[src/rtl/kinase_valve_sequencer.sv]
// Loadable valve/pump step sequencer for the kinase assay chip family.
// Runs a stored program of valve masks and dwells, then always flushes.
module kinase_valve_sequencer #(
  parameter int CTRL_W    = 13,
  parameter int SEL_W     = 4,
  parameter int PUMP_N    = 2,
  parameter int DEPTH     = 16,
  parameter int DWELL_W   = 16,
  parameter int PUMP_DIV  = 4,
  parameter int FLUSH_CYC = 8
) (
  input  logic                       clk,
  input  logic                       rst,
  input  logic                       prog_we,
  input  logic [$clog2(DEPTH)-1:0]   prog_addr,
  input  logic [CTRL_W-1:0]          prog_ctrl,
  input  logic [SEL_W-1:0]           prog_sel,
  input  logic [PUMP_N-1:0]          prog_pump,
  input  logic [DWELL_W-1:0]         prog_dwell,
  input  logic                       prog_last,
  input  logic                       start,
  input  logic                       abort,
  output logic                       busy,
  output logic                       done,
  output logic [$clog2(DEPTH)-1:0]   step_idx,
  output logic [CTRL_W-1:0]          ctrl_valve,
  output logic [SEL_W-1:0]           sel_valve,
  output logic [3*PUMP_N-1:0]        pump_valve,
  output logic                       flush_en
);

  localparam int AW = $clog2(DEPTH);
  localparam int DW = (PUMP_DIV > 1) ? $clog2(PUMP_DIV) : 1;
  localparam int FW = $clog2(FLUSH_CYC + 1);

  typedef enum logic [1:0] {
    S_IDLE,
    S_RUN,
    S_FLUSH
  } state_e;

  logic [CTRL_W-1:0]  ctrl_mem  [DEPTH];
  logic [SEL_W-1:0]   sel_mem   [DEPTH];
  logic [PUMP_N-1:0]  pump_mem  [DEPTH];
  logic [DWELL_W-1:0] dwell_mem [DEPTH];
  logic               last_mem  [DEPTH];

  state_e             state_q;
  logic               busy_q;
  logic               done_q;
  logic [AW-1:0]      step_idx_q;
  logic [CTRL_W-1:0]  ctrl_q;
  logic [SEL_W-1:0]   sel_q;
  logic [3*PUMP_N-1:0] pump_q;
  logic               flush_q;
  logic [PUMP_N-1:0]  pump_en_q;
  logic [DWELL_W-1:0] dwell_q;
  logic               last_q;
  logic [1:0]         phase_q;
  logic [DW-1:0]      div_q;
  logic [FW-1:0]      flush_cnt_q;

  logic [AW-1:0]      fetch_idx_d;
  logic [DWELL_W-1:0] fetch_dwell_d;
  logic               phase_adv_d;
  logic [1:0]         phase_d;
  logic [DW-1:0]      div_d;
  logic               step_end_d;
  logic               to_flush_d;

  function automatic logic [3*PUMP_N-1:0] drive(
    input logic [PUMP_N-1:0] en,
    input logic [1:0]        ph
  );
    logic [2:0] pat;
    case (ph)
      2'd0:    pat = 3'b110;
      2'd1:    pat = 3'b011;
      default: pat = 3'b101;
    endcase
    drive = '0;
    for (int p = 0; p < PUMP_N; p++) begin
      if (en[p]) drive[3*p +: 3] = pat;
    end
  endfunction

  // Program store has no reset so a loaded program survives rst.
  always_ff @(posedge clk) begin
    if (prog_we && state_q == S_IDLE) begin
      ctrl_mem[prog_addr]  <= prog_ctrl;
      sel_mem[prog_addr]   <= prog_sel;
      pump_mem[prog_addr]  <= prog_pump;
      dwell_mem[prog_addr] <= prog_dwell;
      last_mem[prog_addr]  <= prog_last;
    end
  end

  always_comb begin
    fetch_idx_d = '0;
    if (state_q == S_RUN) fetch_idx_d = step_idx_q + AW'(1);
    fetch_dwell_d = dwell_mem[fetch_idx_d];
    if (fetch_dwell_d == '0) fetch_dwell_d = DWELL_W'(1);
    phase_adv_d = (div_q == DW'(PUMP_DIV - 1));
    div_d       = phase_adv_d ? '0 : div_q + DW'(1);
    phase_d     = phase_q;
    if (phase_adv_d) phase_d = (phase_q == 2'd2) ? 2'd0 : phase_q + 2'd1;
    step_end_d  = (dwell_q == DWELL_W'(1));
    to_flush_d  = abort || (step_end_d &&
                  (last_q || step_idx_q == AW'(DEPTH - 1)));
  end

  always_ff @(posedge clk) begin
    if (rst) begin
      state_q     <= S_IDLE;
      busy_q      <= 1'b0;
      done_q      <= 1'b0;
      step_idx_q  <= '0;
      ctrl_q      <= '0;
      sel_q       <= '0;
      pump_q      <= '0;
      flush_q     <= 1'b0;
      pump_en_q   <= '0;
      dwell_q     <= '0;
      last_q      <= 1'b0;
      phase_q     <= '0;
      div_q       <= '0;
      flush_cnt_q <= '0;
    end else begin
      done_q <= 1'b0;
      unique case (state_q)
        S_IDLE: begin
          if (start) begin
            state_q    <= S_RUN;
            busy_q     <= 1'b1;
            step_idx_q <= '0;
            ctrl_q     <= ctrl_mem[fetch_idx_d];
            sel_q      <= sel_mem[fetch_idx_d];
            pump_en_q  <= pump_mem[fetch_idx_d];
            pump_q     <= drive(pump_mem[fetch_idx_d], 2'd0);
            dwell_q    <= fetch_dwell_d;
            last_q     <= last_mem[fetch_idx_d];
            phase_q    <= '0;
            div_q      <= '0;
          end
        end
        S_RUN: begin
          phase_q <= phase_d;
          div_q   <= div_d;
          if (to_flush_d) begin
            state_q     <= S_FLUSH;
            ctrl_q      <= '0;
            sel_q       <= '0;
            pump_q      <= '0;
            flush_q     <= 1'b1;
            flush_cnt_q <= FW'(FLUSH_CYC);
          end else if (step_end_d) begin
            step_idx_q <= fetch_idx_d;
            ctrl_q     <= ctrl_mem[fetch_idx_d];
            sel_q      <= sel_mem[fetch_idx_d];
            pump_en_q  <= pump_mem[fetch_idx_d];
            pump_q     <= drive(pump_mem[fetch_idx_d], phase_d);
            dwell_q    <= fetch_dwell_d;
            last_q     <= last_mem[fetch_idx_d];
          end else begin
            dwell_q <= dwell_q - DWELL_W'(1);
            pump_q  <= drive(pump_en_q, phase_d);
          end
        end
        S_FLUSH: begin
          if (flush_cnt_q == FW'(1)) begin
            state_q    <= S_IDLE;
            busy_q     <= 1'b0;
            done_q     <= 1'b1;
            flush_q    <= 1'b0;
            step_idx_q <= '0;
          end else begin
            flush_cnt_q <= flush_cnt_q - FW'(1);
          end
        end
        default: state_q <= S_IDLE;
      endcase
    end
  end

  assign busy       = busy_q;
  assign done       = done_q;
  assign step_idx   = step_idx_q;
  assign ctrl_valve = ctrl_q;
  assign sel_valve  = sel_q;
  assign pump_valve = pump_q;
  assign flush_en   = flush_q;

endmodule

[config.mk]
export PLATFORM = sky130hd
export DESIGN_NAME = kinase_valve_sequencer
export DESIGN_NICKNAME = d
export VERILOG_FILES = /design/src/rtl/kinase_valve_sequencer.sv
export SDC_FILE = /design/constraint.sdc
export NUM_CORES = 1
export LEC_CHECK = 0
export ABC_AREA = 1
export BUFFER_PORTS_ARGS = -buffer_cell sky130_fd_sc_hd__buf_2
export CORE_MARGIN = 2
export CORE_UTILIZATION = 64
export CTS_BUF_LIST = sky130_fd_sc_hd__clkbuf_4
export CTS_CLUSTER_DIAMETER = 150
export DETAILED_ROUTE_END_ITERATION = 7
export PLACE_DENSITY = 0.85
export SETUP_SLACK_MARGIN = 0.5
export SYNTH_ARGS = -nofsm -noshare
export SYNTH_HDL_FRONTEND = slang
export SYNTH_SLANG_ARGS = --single-unit
[constraint.sdc]
create_clock -name clk -period 4.5 [get_ports clk]
set_input_delay 1.35 -clock clk [delete_from_list [all_inputs] [get_ports clk]]
set_output_delay 1.35 -clock clk [all_outputs]
set_load 0.01 [all_outputs]
After elaboration in Yosys (flattened, before gate mapping). Memory sizes are Yosys's and may differ from the RTL's. Cells that the tools add are included.

$add $sub $neg: 5. Reduce and logical (&&, ||, !) cells: 21. Eq/ne operators: 15. Bitwise operators: 1. Mux-type cells: 59.

Operators with widths (count): $mux 16 (4); $mux 4 (10); $mux 13 (3); $pmux 16 s2 (1); $pmux 13 s2 (1); $mux 2 (10); $mux 3 (6); $mux 6 (3); $reduce_and 3->1 (6); $eq 16x1->1 const B (1); $logic_not 16->1 (1); $pmux 4 s2 (2); $sub 16x1->16 const B (1); $ne 2x2->1 const B (6); $pmux 2 s2 (3); $pmux 4 s3 (1); $pmux 6 s2 (1); $mux 1 (9); $eq 2x2->1 const B (3); $pmux 1 s2 (3); $pmux 2 s3 (1); $pmux 3 s2 (1); $reduce_bool 2->1 (3); $reduce_and 5->1 (1); 15 further kinds (20).

Output and inout bits: 30. Memories: 5. Register bits after elaboration: 59. RAM bits: 576. Bits of input ports: 45. Word-level logic and storage cells: 120.

Memory list: dwell_mem (words 16, bits a word 16, rd ports 1, clocked after Yosys merged registers in 0, wr ports 1, line 45) `logic [DWELL_W-1:0] dwell_mem [DEPTH];`; ctrl_mem (words 16, bits a word 13, rd ports 1, clocked after Yosys merged registers in 0, wr ports 1, line 42) `logic [CTRL_W-1:0] ctrl_mem [DEPTH];`; sel_mem (words 16, bits a word 4, rd ports 1, clocked after Yosys merged registers in 0, wr ports 1, line 43) `logic [SEL_W-1:0] sel_mem [DEPTH];`; pump_mem (words 16, bits a word 2, rd ports 1, clocked after Yosys merged registers in 0, wr ports 1, line 44) `logic [PUMP_N-1:0] pump_mem [DEPTH];`; last_mem (words 16, bits a word 1, rd ports 1, clocked after Yosys merged registers in 0, wr ports 1, line 46) `logic last_mem [DEPTH];`.

Depth between registers and ports, before layout. Gate-level depths: netlist of the first run.

Depth in word-level cells: 9. Depth in mapped cells: 17. Depth with buffers taken out: 17.

Least setup slack after synthesis of the first run. Ideal clock, no wire load.

Path type: input -> register. Start: in prog_we. End: mem ctrl_mem[10][0] (enable). Path slack: 0.662 ns. Path buffers: 0. Required time: 4.071 ns. Data arrival time: 3.408 ns. Setup time: 0.429 ns. Stages: 3. Cells stage by stage: nor3b_1 -> nand3_1 -> nor2_1.

Cells in the longest elaborated chain, start to end: 3.

RTL lines: start: declaration (line 14) `input logic prog_we,`; $logic_and 1x1->1 (line 89) `if (prog_we && state_q == S_IDLE) begin`; $mux 1 (line 89); $mux 1 (not written as such) (line 90) `ctrl_mem[prog_addr] <= prog_ctrl;`; end: declaration (line 42).

Every way passes these cells.

Worst setup path after layout of the first run.
Start: reg step_idx_q[0] (netlist: step_idx[0]). End: reg dwell_q[0].

Cells in the longest elaborated chain, start to end: 8. Elaborated cells on any way between the ends: 15. Classes of those cells: add/sub (1); eq/ne (2); mux (6); reduce/logical (5); memory (1).

RTL lines: start: declaration (line 51) `logic [AW-1:0] step_idx_q;`; start signal: assignment (line 157) `step_idx_q <= fetch_idx_d;`; $add 4x1->4 (line 100) `if (state_q == S_RUN) fetch_idx_d = step_idx_q + AW'(1);`; $mux 4 (line 100); $mem_v2 16x16; $logic_not 16->1 (line 102) `if (fetch_dwell_d == '0) fetch_dwell_d = DWELL_W'(1);`; $mux 16 (line 102); $mux 16 (line 156) `end else if (step_end_d) begin`; $mux 16 (line 149) `if (to_flush_d) begin`; $pmux 16 s2 (line 130) `unique case (state_q)`; end signal: assignment (line 140) `dwell_q <= fetch_dwell_d;`; end signal: assignment (line 162) `dwell_q <= fetch_dwell_d;`; end signal: assignment (line 165) `dwell_q <= dwell_q - DWELL_W'(1);`; end: declaration (line 57) `logic [DWELL_W-1:0] dwell_q;`.

Parallel ways exist; a longest one is shown, timed or not. The select of a mux whose other input is x is not followed. A chain may end at the register's enable or synchronous reset.

==> results.json, run 1 <==
{
  "violations": "DRC",
  "grt_pass1_vias": 17727,
  "cts_buffers": 153,
  "fin_crit_sh": 0.814,
  "postCtsHoldBufs": 0,
  "die_h_um": 205,
  "drc_errors": 2,
  "clock-sinks": 635,
  "crit_required_ns": 5.26,
  "maxSlewHeadroom": 0.386,
  "pwr-share-seq": 0.521,
  "die_area_um2": 42100,
  "rows": 73,
  "viasPerCell": 6.08,
  "worst_ep_arrival_time_ns": 4.42,
  "finalSetupViolCount": 0,
  "yosys_register_bits": 635,
  "max_cap_viol_count": 0,
  "end_kind": "flop",
  "critPathMaxFanout": 77,
  "clk_latency_ns": 0.87,
  "synth_cell_types": 37,
  "finClkSkew_ns": 0.0585,
  "seqCellArea_um2": 18500,
  "antenna_found_initial": 1,
  "max_stage_delay_ns": 0.51,
  "hold_path_class": "reg2reg",
  "syn_to_final_growth_pct": 11.7,
  "clk_path_buf_depth": 3,
  "firstDrtPassIters": 8,
  "hpwl_mm": 38.3,
  "cp-start-kind": "flop",
  "routed_wl_mm": 64.3,
  "core_um2": 39800,
  "place_congestion": 0.921,
  "tns_ns": 0,
  "cp_cell_sequence": "inv_4, nand3_4, buf_12, o21ai_0, nand3_1, nand3_1, nand2_1, nor2_1, nand2_1, nor2_1, nand2_2, nand3_1, nand2_1, a21oi_1",
  "ir_drop_uv": 342,
  "fmax_ghz": 0.273,
  "final_util": 0.727,
  "io_pins": 75,
  "p_sw_mw": 3.30,
  "switching_share": 0.260,
  "syn-mean-instance-area_um2": 11.9,
  "layout.nets": 2374,
  "grt_pass1_wl_mm": 97.9,
  "cts_max_level": 4,
  "finalHoldViolations": 0,
  "rsz0062_at_grt": "false",
  "avgRoutedWirePerCell_um": 21.7,
  "cts-root-buf": "clkbuf_4",
  "syn_area_um2": 25900,
  "worst_pin_slew_ns": 0.919,
  "power.total_mw": 12.7,
  "status": "finished with violations",
  "comb_power_share": 0.105,
  "clk_pin_slew_worst_paths_ns": 0.07,
  "syn_nets": 2228,
  "multi_input_area_um2": 6380,
  "p_int_mw": 9.39,
  "whs_ns": 0.461,
  "mostFrequentLayoutCell": "edfxtp_1",
  "syn_inst": 2177,
  "cts_setup_buffers": 0,
  "cts-resized-gates": 0,
  "min_period_ns": 3.66,
  "power_density_nw_per_um2": 438,
  "vias": 18036,
  "seq_area_frac_synth": 0.713,
  "grt_max_degree": 82,
  "tritoncts": "done",
  "power_leakage_nw": 11.2,
  "initial_utilization": 0.651,
  "slowest_stage": "nand3_4",
  "crit_type": "reg2reg",
  "clock_power_share": 0.373,
  "grt_use_total": 0.311,
  "die_x_um": 205,
  "final_cell_mix": "edfxtp_1 (576), nand2_1 (275), nor2_1 (258)",
  "fillers": 2496,
  "ant_nets": 0,
  "overflow": 0,
  "ys_warn_count": 0,
  "maxSlewViolCount": 0,
  "portBuffers": 74,
  "drtIter0Drc": 2258,
  "drive_above_1_share": 0.163
}
==> sequential cells by signal, summed over array words and instances, names as in the netlist, 2 cells and up <==
signal / count
dwell_q: 16
pump_valve: 6
step_idx: 4
state_q: 2
phase_q: 2
flush_cnt_q: 4
dwell_mem: 256
sel_valve: 4
ctrl_valve: 13
pump_en_q: 2
sel_mem: 64
pump_mem: 32
last_mem: 16
ctrl_mem: 208
div_q: 2
==> logic make-up (layout without fill, tap and decap cells) <==
family                     count (synthesis)  count (layout)  synth area share
muxes                                     72              72            0.0278
other                                      0               1                 0
DFF                                      635             635             0.713
AOI/OAI and AO/OA                        375             375            0.0800
buffers and inverters                    294             557            0.0470
xor gates and xnor gates                   8               8           0.00270
and+or+nand+nor                          787             787             0.127
adders and majority gates                  6               6           0.00290
==> worst max-delay path, delay by kind of cell, from the launching register on <==
kind	cells	cell delay (ns)
buffers and inverters	2	0.83
and+or+nand+nor	10	1.88
AOI/OAI and AO/OA	2	0.37
DFF	1	0.41
==> power by group through the flow <==
stage	clock, mW	sequential [mW]	combinational [mW]
2_1_floorplan	0	6.74	0.837
3_3_place_gp	0	6.73	1.25
3_5_place_dp	0	6.74	1.30
6_report	4.74	6.61	1.34
4_1_cts	4.78	6.61	1.31
5_1_grt	5.07	6.62	1.45
==> through the flow <==
stage	setup slack, ns	instances	cell area, um2
floorplan	0.662	2177	25900
global placement	0.807	2693	27000
detailed placement	0.663	2693	27000
CTS	0.961	2965	29000
global route	0.606	2966	29000
finish	0.836	2966	29000
==> path summary, 6_finish.rpt <==
check,from,to,slack (ns),depth (start not counted)
worst max-delay path,step_idx[0],dwell_q[0],0.84,14
worst min register to register,ctrl_valve[11],ctrl_valve[11],0.46,2
worst max register to register,step_idx[0],dwell_q[0],0.84,14
worst min-delay path,ctrl_valve[11],ctrl_valve[11],0.46,2
==> Yosys cell counts (all sizes together) <==
cell type  number  area (um2)
edfxtp        576       17300
nand2         278        1050
nor2          277        1060
nand3         214        1080
o21ai         206        1030
inv           170         638
mux2i          72         721
a21oi          69         345
buf            65         358
o22ai          64         400
clkbuf         59         221
dfxtp          59        1180
o221ai         23         201
nor3            9        45.0
a31oi           6        37.5
ha              6        75.1
nand4           4        25.0
xnor2           4        35.0
xor2            4        35.0
nor4            3        25.0
a211oi          2        15.0
a32o            2        20.0
nand3b          1        7.51
nor3b           1        7.51
o21a            1        7.51
o21bai          1        7.51
o32ai           1        8.76
==> layout make-up <==
| cell class | count | share of cell area |
|---|---|---|
| tap | 525 | 0.0227 |
| sequential | 635 | 0.638 |
| inverter | 170 | 0.0222 |
| clock inverter | 42 | 0.00903 |
| timing repair buffer | 115 | 0.0282 |
| multi-input combinational | 1248 | 0.220 |
| clock buffer | 230 | 0.0596 |
| antenna | 1 | 0.0000864 |
==> routing by layer <==
metal  up-vias  wire length [um]  global-route usage
li1       8127                 -                   -
met3       256              6530              0.0694
met5         -                 0                   0
met4         0              3800               0.196
met2      1213             30900               0.503
met1      8440             23100               0.383
(Power assumes the default switching activity.)
==> run 2, diff against run 1 <==
ABC_AREA = 0   (was 1)
CORE_UTILIZATION = 58   (was 64)
PLACE_DENSITY = 0.81   (was 0.85)
clock period = 3.35 ns   (was 4.5 ns; I/O delays follow)
==> results.json, run 2 <==
{
  "status": "complete, no violations",
  "die_h_um": 211,
  "final_util": 0.687,
  "regToRegSetupSlack_ns": 0.40,
  "crit_type": "reg2reg",
  "critPathLaunch": "step_idx[0]",
  "cts-root-buf": "clkbuf_4",
  "worst_pin_slew_ns": 0.794,
  "min-delay-start": "pump_en_q[1]",
  "grt_pass1_wl_mm": 94.1,
  "p_sw_mw": 3.98,
  "core_um2": 42200,
  "slowest_stage": "or4_1",
  "cts_buffers": 155,
  "layout.nets": 1958,
  "viasPerCell": 6.59,
  "end_kind": "flop",
  "maxSlewViolCount": 0,
  "rows": 75,
  "power_leakage_nw": 9.65,
  "syn-mean-instance-area_um2": 14.6,
  "tritoncts": "done",
  "synth.most_common_cell": "edfxtp_1",
  "synthArstFlopShare": 0,
  "comb_power_share": 0.073,
  "final_cell_mix": "edfxtp_1 (576), clkbuf_4 (237), nand2_1 (206)",
  "worst_ep_arrival_time_ns": 3.76,
  "portBuffers": 74,
  "max_cap_viol_count": 0,
  "syn_area_um2": 24900,
  "syn_inst": 1706,
  "clk_pin_slew_worst_paths_ns": 0.09,
  "cts_max_level": 4,
  "max_stage_delay_ns": 0.54,
  "fin_crit_sh": 0.881,
  "power_density_nw_per_um2": 578,
  "synth_edf_count": 576,
  "crit_end": "dwell_q[0]",
  "synthTopCellsByArea": "edfxtp_1 (69%), dfxtp_1 (4.7%), mux2i_1 (3.8%), nand2_1 (3.1%), a311oi_1 (2.0%)",
  "crit_required_ns": 4.16,
  "min_period_ns": 2.95,
  "r2r.worst_path.cells": 9,
  "cp_cell_sequence": "ha_4, nor2b_1, nand2b_2, a22oi_1, o211ai_1, a32oi_2, nand4_1, or4_1, a31oi_1",
  "io_pins": 75,
  "yosys_register_bits": 635,
  "switching_share": 0.237,
  "reg.largest.list": "dwell_mem: 256 flops, ctrl_mem: 208 flops, sel_mem: 64 flops",
  "finalHoldViolations": 0,
  "fmax_ghz": 0.339,
  "synthFlopType": "edfxtp_1",
  "maxSlewHeadroom": 0.466,
  "synthDominantCellAreaShare": 0.693,
  "synth_cell_types": 63,
  "rsz0062_at_grt": "true",
  "finClkSkew_ns": 0.0726,
  "avgRoutedWirePerCell_um": 25.5,
  "ant_nets": 0,
  "clock_power_share": 0.400,
  "syn_to_final_growth_pct": 16.4,
  "clk_path_buf_depth": 3,
  "place_congestion": 0.892,
  "firstDrtPassIters": 6,
  "max_flop_register": "dwell_mem",
  "routed_wl_mm": 65.6,
  "cp-start-kind": "flop",
  "drtIter0Drc": 2379,
  "antenna_found_initial": 3,
  "grt_pass1_vias": 16476,
  "pwr-share-seq": 0.527,
  "r2r-start": "step_idx[0]",
  "seq_area_frac_synth": 0.741,
  "die_area_um2": 44700,
  "drc_errors": 0,
  "tns_ns": 0,
  "initial_utilization": 0.591,
  "power.total_mw": 16.8,
  "die_x_um": 211,
  "syn_nets": 1757,
  "r2r-end": "dwell_q[0]",
  "grt_use_total": 0.282,
  "drive_above_1_share": 0.233,
  "clock-sinks": 635,
  "overflow": 0,
  "hold_path_class": "reg2reg",
  "synth_common_cells": "edfxtp_1 (576), nand2_1 (206), nor2_1 (102)",
  "largest_reg_flops": 256,
  "synth_top_area_cell": "edfxtp_1",
  "hpwl_mm": 32.3,
  "ir_drop_uv": 312,
  "finalSetupViolCount": 0,
  "clk_latency_ns": 0.90,
  "mostFrequentLayoutCell": "edfxtp_1",
  "critPathMaxFanout": 14,
  "ys_warn_count": 0,
  "vias": 16950,
  "p_int_mw": 12.8,
  "grt_max_degree": 96
}
run 2: worst min path at each step:
stage,end,slack (ns),cells past startpoint
3_3_place_gp,flush_en,0.44,2
5_1_grt,dwell_mem[10][9],0.45,1
6_report,pump_en_q[1],0.46,2
3_5_place_dp,pump_en_q[1],0.45,2
2_1_floorplan,pump_en_q[1],0.43,2
4_1_cts,sel_mem[7][0],0.45,1
run 2: logic make-up (layout without fill, tap and decap cells):
| logic type | count (synthesis) | in the layout | share of synthesized area |
|---|---|---|---|
| xor+xnor | 4 | 4 | 0.00140 |
| buf+inv | 121 | 442 | 0.0225 |
| compound gates | 429 | 429 | 0.118 |
| fa+ha+maj | 6 | 6 | 0.00301 |
| mux | 101 | 101 | 0.0422 |
| other cells | 0 | 4 | 0 |
| flops | 635 | 635 | 0.741 |
| simple gates | 410 | 413 | 0.0723 |
run 2: layout make-up:
class	instances	area (um2)
flip-flops and latches	635	18500
fillers	2558	13200
well taps	539	674
diodes	4	10.0
inverters	5	18.8
multi-input cells	953	6230
clock inverters	43	317
clock buffers	237	1780
repair buffers	157	1520
run 2: metrics by stage:
stage,std cells,setup WS [ns],cell area (um2),hold slack [ns]
finish,2573,0.400,29000,0.459
global route,2570,0.357,29000,0.452
CTS,2553,0.371,28700,0.454
detailed placement,2266,0.249,26400,0.452
global placement,2266,0.302,26400,0.441
floorplan,1706,-0.0584,25000,0.433
run 2: worst max-delay path: cells and delay by family, from the launching register on:
kind,cells,cell delay (ns)
flops,1,0.40
simple gates,4,1.26
compound gates,4,0.97
fa+ha+maj,1,0.29
run 2: power groups by stage:
stage	clock, mW	sequential, mW	combinational (mW)
after global placement	0	9.00	1.08
final	6.71	8.84	1.22
after detailed placement	0	9.01	1.11
after global routing	7.14	8.85	1.30
after CTS	6.75	8.84	1.13
after floorplan	0	9.00	0.663
run 2: per-layer routing:
layer | track usage | wire, um | vias to the layer above
met2 | 0.449 | 31100 | 1391
met3 | 0.0673 | 8390 | 214
met1 | 0.368 | 23600 | 8142
met4 | 0.141 | 2580 | 2
met5 | 0 | 13 | -
li1 | - | - | 7201
run 2: timing repair:
item	4_1_cts	5_1_grt
cloned	2	6
buffers inserted	5	10
hold buffers	0	0
endpoints found under the setup margin	17	43
gates resized for setup	12	25
pin swaps	1	5
